## config.mk

```make
export PLATFORM = sky130hd
export DESIGN_NAME = scancode_event_decoder
export DESIGN_NICKNAME = d
export VERILOG_FILES = /design/src/rtl/kbd_pkg.sv /design/src/rtl/kbd_event_fifo.sv /design/src/rtl/scancode_event_decoder.sv
export SDC_FILE = /design/constraint.sdc
export NUM_CORES = 1
export LEC_CHECK = 0
export ABC_CLOCK_PERIOD_IN_PS = 6000
export BUFFER_PORTS_ARGS = -buffer_cell sky130_fd_sc_hd__buf_2
export CAP_MARGIN = 20
export CORE_ASPECT_RATIO = 0.6
export CORE_MARGIN = 1.5
export CORE_UTILIZATION = 35
export DETAILED_ROUTE_END_ITERATION = 8
export GPL_TIMING_DRIVEN = 0
export HOLD_SLACK_MARGIN = 0.1
export PLACE_DENSITY = 0.5
export SLEW_MARGIN = 20
export SYNTH_ARGS = -nofsm -noshare
export SYNTH_HDL_FRONTEND = slang
export SYNTH_SLANG_ARGS = --single-unit
export TNS_END_PERCENT = 100
```

## constraint.sdc

```tcl
create_clock -name clk -period 6 [get_ports clk]
set_input_delay 1.2 -clock clk [delete_from_list [all_inputs] [get_ports clk]]
set_output_delay 1.2 -clock clk [all_outputs]
set_load 0.1 [all_outputs]
```

## src/rtl/kbd_pkg.sv

```systemverilog
// Shared keyboard-decoder definitions: PS/2 prefix bytes, keypad codes,
// the prefix-FSM states, the queued event record, and the scancode lookup.
package kbd_pkg;

  localparam logic [7:0] PFX_EXT  = 8'hE0;
  localparam logic [7:0] PFX_BRK  = 8'hF0;
  localparam logic [7:0] BYTE_NUL = 8'h00;

  localparam int CODE_W = 4;
  typedef logic [CODE_W-1:0] code_t;

  localparam code_t KEY_0     = 4'd0;
  localparam code_t KEY_1     = 4'd1;
  localparam code_t KEY_2     = 4'd2;
  localparam code_t KEY_3     = 4'd3;
  localparam code_t KEY_4     = 4'd4;
  localparam code_t KEY_5     = 4'd5;
  localparam code_t KEY_6     = 4'd6;
  localparam code_t KEY_7     = 4'd7;
  localparam code_t KEY_8     = 4'd8;
  localparam code_t KEY_9     = 4'd9;
  localparam code_t KEY_MINUS = 4'd10;
  localparam code_t KEY_PLUS  = 4'd11;
  localparam code_t KEY_STAR  = 4'd12;
  localparam code_t KEY_SLASH = 4'd13;
  localparam code_t KEY_ENTER = 4'd14;
  localparam code_t KEY_ERR   = 4'd15;

  typedef enum logic [1:0] {IDLE, EXT, BRK, EXT_BRK} state_e;

  typedef struct packed {
    code_t code;
    logic  brk;
    logic  ext;
  } kbd_event_t;

  function automatic code_t lookup_code(input logic [7:0] byte_in, input logic ext);
    code_t c;
    c = KEY_ERR;
    if (ext) begin
      case (byte_in)
        8'h4A:   c = KEY_SLASH;
        8'h5A:   c = KEY_ENTER;
        default: c = KEY_ERR;
      endcase
    end else begin
      case (byte_in)
        8'h16:   c = KEY_1;
        8'h1E:   c = KEY_2;
        8'h26:   c = KEY_3;
        8'h25:   c = KEY_4;
        8'h2E:   c = KEY_5;
        8'h36:   c = KEY_6;
        8'h3D:   c = KEY_7;
        8'h3E:   c = KEY_8;
        8'h46:   c = KEY_9;
        8'h45:   c = KEY_0;
        8'h4E:   c = KEY_MINUS;
        8'h55:   c = KEY_PLUS;
        8'h7C:   c = KEY_STAR;
        8'h5A:   c = KEY_ENTER;
        default: c = KEY_ERR;
      endcase
    end
    return c;
  endfunction

endpackage

```

## src/rtl/kbd_event_fifo.sv

```systemverilog
// Power-of-two circular event FIFO; a push into a full FIFO succeeds only
// when a pop retires the head on the same edge, otherwise it is reported as dropped.
module kbd_event_fifo #(
  parameter int  DEPTH = 4,
  parameter type T     = logic [5:0]
) (
  input  logic                 clk,
  input  logic                 rst_n,
  input  logic                 push,
  input  T                     wr_data,
  input  logic                 pop_req,
  output T                     head,
  output logic                 empty,
  output logic                 drop,
  output logic [$clog2(DEPTH):0] count
);

  localparam int PW = $clog2(DEPTH);
  localparam logic [PW:0] FULL_CNT = (PW+1)'(DEPTH);

  logic [PW-1:0] rd_ptr_q, rd_ptr_d;
  logic [PW-1:0] wr_ptr_q, wr_ptr_d;
  logic [PW:0]   count_q, count_d;
  logic          full, do_push, do_pop;
  T              mem_q [DEPTH];

  always_comb begin
    empty    = (count_q == '0);
    full     = (count_q == FULL_CNT);
    do_pop   = pop_req && !empty;
    do_push  = push && (!full || do_pop);
    drop     = push && !do_push;
    rd_ptr_d = rd_ptr_q;
    wr_ptr_d = wr_ptr_q;
    count_d  = count_q;
    if (do_pop)  rd_ptr_d = rd_ptr_q + 1'b1;
    if (do_push) wr_ptr_d = wr_ptr_q + 1'b1;
    case ({do_push, do_pop})
      2'b10:   count_d = count_q + 1'b1;
      2'b01:   count_d = count_q - 1'b1;
      default: count_d = count_q;
    endcase
  end

  always_ff @(posedge clk) begin
    if (!rst_n) begin
      rd_ptr_q <= '0;
      wr_ptr_q <= '0;
      count_q  <= '0;
    end else begin
      rd_ptr_q <= rd_ptr_d;
      wr_ptr_q <= wr_ptr_d;
      count_q  <= count_d;
    end
  end

  // Storage is data only; occupancy tracking alone decides what is visible.
  always_ff @(posedge clk) begin
    if (do_push) mem_q[wr_ptr_q] <= wr_data;
  end

  assign head  = mem_q[rd_ptr_q];
  assign count = count_q;

endmodule

```

## src/rtl/scancode_event_decoder.sv

```systemverilog
// PS/2 keypad scancode decoder: tracks E0/F0 prefixes, maps bytes to keypad
// codes and queues make/break events for a ready/valid consumer.
module scancode_event_decoder
  import kbd_pkg::*;
#(
  parameter int FIFO_DEPTH   = 4,
  parameter int OUT_W        = 4,
  parameter int REPORT_BREAK = 0,
  parameter int DROP_UNKNOWN = 0
) (
  input  logic                        clk,
  input  logic                        rst_n,
  input  logic [7:0]                  scan_code_in,
  input  logic                        scan_valid_in,
  output logic [OUT_W-1:0]            key_code_out,
  output logic                        key_break_out,
  output logic                        key_ext_out,
  output logic                        key_valid_out,
  input  logic                        key_ready_in,
  output logic                        overflow_out,
  output logic [$clog2(FIFO_DEPTH):0] fifo_count_out
);

  if (FIFO_DEPTH < 2 || FIFO_DEPTH > 16 || (FIFO_DEPTH & (FIFO_DEPTH - 1)) != 0) begin : g_bad_depth
    $error("FIFO_DEPTH must be a power of two in 2..16");
  end
  if (OUT_W < CODE_W) begin : g_bad_width
    $error("OUT_W must be at least 4");
  end

  state_e     state_q, state_d;
  kbd_event_t evt_d;
  logic       emit, push;
  logic       overflow_q, overflow_d;
  kbd_event_t head;
  logic       fifo_empty, fifo_drop;

  always_comb begin
    state_d = state_q;
    evt_d   = '0;
    emit    = 1'b0;
    if (scan_valid_in) begin
      // A NUL byte is a line error: reported on its own, prefix state kept.
      if (scan_code_in == BYTE_NUL) begin
        emit       = 1'b1;
        evt_d.code = KEY_ERR;
      end else begin
        case (state_q)
          IDLE: begin
            if (scan_code_in == PFX_EXT)      state_d = EXT;
            else if (scan_code_in == PFX_BRK) state_d = BRK;
            else begin
              emit       = 1'b1;
              evt_d.code = lookup_code(scan_code_in, 1'b0);
            end
          end
          EXT: begin
            if (scan_code_in == PFX_BRK)      state_d = EXT_BRK;
            else if (scan_code_in != PFX_EXT) begin
              emit       = 1'b1;
              evt_d.code = lookup_code(scan_code_in, 1'b1);
              evt_d.ext  = 1'b1;
              state_d    = IDLE;
            end
          end
          BRK: begin
            emit       = 1'b1;
            evt_d.code = lookup_code(scan_code_in, 1'b0);
            evt_d.brk  = 1'b1;
            state_d    = IDLE;
          end
          default: begin
            emit       = 1'b1;
            evt_d.code = lookup_code(scan_code_in, 1'b1);
            evt_d.brk  = 1'b1;
            evt_d.ext  = 1'b1;
            state_d    = IDLE;
          end
        endcase
      end
    end
    push = emit
        && !(evt_d.brk && (REPORT_BREAK == 0))
        && !((evt_d.code == KEY_ERR) && (DROP_UNKNOWN != 0));
  end

  assign overflow_d = fifo_drop;

  always_ff @(posedge clk) begin
    if (!rst_n) begin
      state_q    <= IDLE;
      overflow_q <= 1'b0;
    end else begin
      state_q    <= state_d;
      overflow_q <= overflow_d;
    end
  end

  kbd_event_fifo #(
    .DEPTH (FIFO_DEPTH),
    .T     (kbd_event_t)
  ) u_fifo (
    .clk     (clk),
    .rst_n   (rst_n),
    .push    (push),
    .wr_data (evt_d),
    .pop_req (key_ready_in),
    .head    (head),
    .empty   (fifo_empty),
    .drop    (fifo_drop),
    .count   (fifo_count_out)
  );

  assign key_valid_out = !fifo_empty;
  assign key_code_out  = fifo_empty ? '0 : OUT_W'(head.code);
  assign key_break_out = !fifo_empty && head.brk;
  assign key_ext_out   = !fifo_empty && head.ext;
  assign overflow_out  = overflow_q;

endmodule

```

* After elaboration in Yosys (flattened, before gate mapping)
Memories as Yosys holds them, arrays and structs flattened. A register that Yosys moved wholly into a read port is not among the register bits.
Index checks and enable logic that the tools add are counted.
** Word-level totals
- Register bits after elaboration :: 10
- RAM bits :: 24
- Input port bits :: 12
- Output and inout bits :: 11
- Logic and storage cells :: 84
- Memories kept :: 1
** Memory list
- u_fifo.mem_q :: depth 4, width 6, rd ports 1, clocked after memory_dff 1, wr ports 1, line kbd_event_fifo.sv:25 : T mem_q [DEPTH];
** Operators by class
- $add $sub $neg :: 4
- Equal/unequal tests :: 25
- Muxes and demuxes :: 30
- Bitwise operators :: 1
- Reductions and logical operators :: 18
** Operators with widths (count)
- 8-bit by 7-bit equality test with 1-bit output (second input constant) :: 7
- 4-bit one-hot mux with 14 select lines :: 1
- 8-bit by 6-bit equality test with 1-bit output (second input constant) :: 6
- 4-bit two-way mux :: 6
- 8-bit by 5-bit equality test with 1-bit output (second input constant) :: 2
- 8-bit equality test (second input constant) :: 2
- 2-bit two-way mux :: 7
- 4-bit one-hot mux with 3 select lines :: 1
- 1-bit two-way mux :: 9
- 8-bit logical NOT :: 1
- 8-bit != test (second input constant) :: 1
- 2-bit one-hot mux with 2 select lines :: 2
- 1-bit logical AND :: 6
- 6-bit two-way mux :: 1
- 3-bit != test (second input constant) :: 2
- 3-bit one-hot mux with 2 select lines :: 1
- 2-bit by 1-bit adder with 2-bit output (second input constant) :: 2
- 2-bit by 1-bit equality test with 1-bit output (second input constant) :: 2
- 2-bit equality test (second input constant) :: 2
- 1-bit logical NOT :: 4
- 1-bit one-hot mux with 2 select lines :: 2
- 4-bit AND reduction :: 1
- 2-bit OR reduction :: 2
- 3-bit by 1-bit adder with 3-bit output (second input constant) :: 1
- 7 further kinds :: 7

* Depth between registers and ports, before layout
- Depth after elaboration :: 12
- Gate-level depth with buffers :: 10
- Mapped depth without buffers :: 9

* By module
A second synthesis with hierarchy kept.
** Second synthesis, totals
- Cells, all modules :: 183
- Area, all modules :: 2077.0 µm²
** By module, submodules not included
- kbd_event_fifo :: instances 1, cells each 89, area each 1401.3 µm², sequential area each 900.9 µm²
- scancode_event_decoder :: instances 1, cells each 94, area each 675.6 µm², sequential area each 60.1 µm²

* Worst setup path before layout
OpenSTA, ideal clock, no wires.
- Kind :: flip-flop to output port
- Start :: register u_fifo.count_q[0], in the netlist u_fifo.count[0]
- End :: output port key_break_out
- Arrival time :: 3082 ps
- Data required time :: 4800 ps
- Setup slack :: 1718 ps
- Cell stages (with the launch flop) :: 4
- Path buffers :: 1
- Path through :: dfxtp_1 > or3_1 > clkbuf_1 > and2_1
** Between the ends
- Word-level cells in the longest chain between the ends :: 3
** RTL lines
- start, declared :: line kbd_event_fifo.sv:23 : logic [PW:0] count_q, count_d;
- start signal, assigned :: line kbd_event_fifo.sv:53 : count_q <= count_d;
- 3-bit logical NOT :: line kbd_event_fifo.sv:28 : empty = (count_q == '0);
- 1-bit logical NOT
- via key_valid_out :: line scancode_event_decoder.sv:18 : output logic key_valid_out,
- 1-bit logical AND :: line scancode_event_decoder.sv:116 : assign key_break_out = !fifo_empty && head.brk;
- end, declared :: line scancode_event_decoder.sv:16 : output logic key_break_out,
The timed path passes the listed nets, and every way through them passes these cells.

* Final worst setup path
- Start :: input port scan_code_in[1]
- End :: register u_fifo.count_q[2], in the netlist u_fifo.count[2]
** Between the ends
- Word-level cells in the longest chain between the ends :: 10
- Elaborated cells on any way between the ends :: 20
- Those cells by class :: eq/ne (5); mux (10); reduce/logical (5)
** RTL lines
- start, declared :: line scancode_event_decoder.sv:13 : input logic [7:0] scan_code_in,
- 8-bit != test / 8-bit equality test (equally long branches) :: line scancode_event_decoder.sv:59, scancode_event_decoder.sv:51, scancode_event_decoder.sv:58
- 1-bit two-way mux, on equally long branches :: line scancode_event_decoder.sv:59, scancode_event_decoder.sv:51
- 1-bit two-way mux, on equally long branches :: line scancode_event_decoder.sv:58, scancode_event_decoder.sv:50
- 1-bit one-hot mux with 2 select lines :: line scancode_event_decoder.sv:48 : case (state_q)
- 1-bit two-way mux :: line scancode_event_decoder.sv:44 : if (scan_code_in == BYTE_NUL) begin
- 1-bit two-way mux :: line scancode_event_decoder.sv:42 : if (scan_valid_in) begin
- 1-bit logical AND (*) :: line scancode_event_decoder.sv:83 : && !(evt_d.brk && (REPORT_BREAK == 0))
- 1-bit logical AND (*) :: line kbd_event_fifo.sv:31 : do_push = push && (!full || do_pop);
- 2-bit by 1-bit equality test with 1-bit output / 2-bit equality test (equally long branches) :: line kbd_event_fifo.sv:38 : case ({do_push, do_pop})
- 3-bit one-hot mux with 2 select lines / 2-bit nonzero test (equally long branches)
Every way passes the cells marked *; elsewhere a longest branch is shown, timed or not.
A chain may end at the register's enable or synchronous reset.

==> qor.txt <==
DP Wirelength -> 3170 um
Synthesized flop and latch total -> 36
Share of post-route cells with drive strength above 1 -> 22.0%
Count of final setup violators -> 0
Met3 Usage GRT -> 5.45%
# hold bufs at CTS -> 0
Hold Worst Slack -> 0.542 ns
Final Hold Fails -> 0
# resized after CTS -> 0
Crit share post-route -> 58.1%
Synth Warn # -> 0
Die W -> 100 um
Overflow after GRT -> 0
Reg2reg start -> u_fifo.count[0]
Number of max-cap violations -> 0
Antenna violations before repair -> 0
Setup Buffers After CTS -> 0
Top-area cell type share of the netlist area -> 36.3%
Post-synth EDFFs -> 24
Starting Density -> 37.7%
Largest net degree at the start of global routing -> 13
Ant. Diodes -> 0
CP Max Fanout -> 8
Global-route wire length before repair -> 6440 um
FF-to-FF End -> u_fifo.count[2]
Gr busiest metal -> met2
Crit. End Element -> flop
F_max -> 287 MHz
TritonCTS clock tree -> built
Clk slew on worst S/H paths -> 0.07 ns
Setup CP Type -> input pin to flop
Main synth FF type -> edfxtp_1
Min-delay worst type -> flop to flop
Vias per cell -> 5.49
Pre-antenna DRT Iters -> 4
DRT iter0 DRCs -> 118
Final worst path period need -> 3.48 ns
Clock Tree Root -> clkbuf_8
Area grow syn2layout -> 14.8%
WHS Endpoint -> u_fifo.count[0]
Mapped Nets -> 189
Reg2Reg Setup Slack -> 3.26 ns
IO buf count -> 20
Fin Setup TNS -> 0 ns
Clk sinks -> 36
Leak pwr -> 0.814 nW
Total GRT Usage -> 14.5%
Routed len/inst -> 15.5 um
Final Wtd Congestion -> 0.964
DRC errors left -> 0
Crit start category -> input pin
Netlist Area Pre-Place -> 1980 um^2
TritonCTS buffer count -> 5
Max_slew headroom -> 59.0%
Syn Inst Count -> 172
Unrepaired setup endpoints after global routing -> no
Clock latency on the worst-skew pair -> 0.28 ns
Final wirelength -> 4120 um
Vias in the first global route -> 1307
Synth area leaders -> edfxtp_1 36%, dfxtp_1 12%, mux4_2 6.8%
Critical path arrival -> 3.72 ns
I/O Pins -> 23
Reg2reg path depth -> 9
Hold Path Origin -> u_fifo.count[0]
PD cells -> 448 nW/um^2
Site row count -> 20
Clock skew -> 0.00420 ns
Cell taking the most area after synthesis -> edfxtp_1
Worst-case vdd ir drop -> 170 uV
Nets -> 216
Ys async rst share -> 0%
Full die area -> 6140 um^2
Post-route ant nets -> 0
Synth unique cells -> 49
Worst Path Required -> 6.23 ns
Vias -> 1460
Hold Crit Depth -> 2
Clk buf depth -> 2
Sequential element share of the synthesized area -> 48.5%
Worst Tran Pin Value -> 0.609 ns
GR Util met2 -> 21.8%
GR Util met1 -> 19.2%
Die height -> 61.3 um
Depth of the CTS H-tree -> 2
Final Max Slew Viols -> 0
CORE AREA -> 5260 um^2
Status -> complete, no violations
Synth Area per Inst -> 11.5 um^2
[power by group]
| group | total [W] | switching (W) | leakage [nW] | internal, W |
|---|---|---|---|---|
| sequential | 0.000322 | 0.0000241 | 0.320 | 0.000298 |
| combinational | 0.000489 | 0.000375 | 0.440 | 0.000114 |
| clock | 0.000208 | 0.0000855 | 0.0541 | 0.000123 |
[through the flow]
| step | std cells | cell area (um^2) | setup slack [ns] | total power [W] | utilization [%] |
|---|---|---|---|---|---|
| after floorplan | 172 | 1980 | 1.72 | 0.000739 | - |
| after global placement | 258 | 2170 | 2.30 | 0.000815 | 41.2 |
| after detailed placement | 258 | 2170 | 2.28 | 0.000820 | 41.2 |
| after CTS | 266 | 2280 | 2.57 | 0.00103 | 43.3 |
| after global routing | 266 | 2280 | 2.37 | 0.00107 | 43.3 |
| final | 266 | 2280 | 2.52 | 0.00102 | 43.3 |
[worst max-delay path by stage]
stage,endpoint,slack [ns],from
after global routing,u_fifo.count[2],2.37,scan_code_in[1]
final,u_fifo.count[2],2.52,scan_code_in[1]
after detailed placement,u_fifo.count[2],2.28,scan_code_in[1]
after CTS,u_fifo.count[2],2.57,scan_code_in[1]
after floorplan,key_break_out,1.72,u_fifo.count[0]
after global placement,u_fifo.count[2],2.30,scan_code_in[1]
[kinds of logic (layout without fill, tap and decap cells)]
group           count (synthesis)  after routing  synth area share (%)
buf+inv                        14             42                  2.90
fa+ha+maj                       5              5                  3.53
simple gates                   77             77                  23.8
mux                            11             11                  9.40
xor+xnor                        4              4                  1.77
compound gates                 25             25                  10.2
flops                          36             36                  48.5
[cells in the mapped netlist (all sizes together) (4+ instances only)]
cell and n:
nand2 9, xnor2 4, and2 14, nor2b 5, nand2b 4, nand3 5, inv 6, nor2 10
nor4 6, clkbuf 4, o21ai 5, edfxtp 24, mux2i 4, ha 4, buf 4, mux4 6
dfxtp 12
[cell type report]
cell class	count	area [um^2]
plain buffers	8	35.0
clock buffers	5	68.8
clock inverters	3	42.5
fillers	489	2980
inverters	6	22.5
multi-input cells	122	965
flip-flops and latches	36	961
well taps	66	82.6
repair buffers	20	100
[metal layers]
layer	up-vias	part of all wire (%)	routed length, um
met5	-	0	0
met4	0	0.90	37
met3	5	7.3	299
met2	44	41	1700
met1	696	51	2080
li1	715	-	-
[layout by cell type, fill, tap and decap left out, drive strengths merged, types with 2 or more instances in the layout]
cell and count:
nand2 9, nor2 10, inv 6, a41oi 2, mux4 6, a21oi 2, buf 24, nor3 3
nor2b 5, o211ai 3, nand2b 4, clkbuf 9, xnor2 4, nor3b 2, a221oi 2, a31oi 2
dfxtp 12, nor4 6, nand4 3, nand3b 2, and3 3, mux2i 4, a211oi 2, o21ai 5
a311oi 2, edfxtp 24, nand4bb 2, ha 4, and2 14, nand3 5
[worst max-delay path: stages]
cell,delay (ns)
buf_2,0.14
nor4_4,0.44
and3_1,0.33
o21ai_4,0.13
and2_1,0.16
fa_1,0.45
nor4bb_1,0.27
o21ai_0,0.12
mux2_1,0.31
or4b_1,0.16
[registers in the layout, summed over array words and instances (netlist names), named ones only]
register	cells
u_fifo.wr_ptr_q	2
state_q	2
u_fifo.count	3
u_fifo.rd_ptr_q	2
overflow_out	1
u_fifo.mem_q	24
No activity file was read; power rests on OpenSTA's default activity.
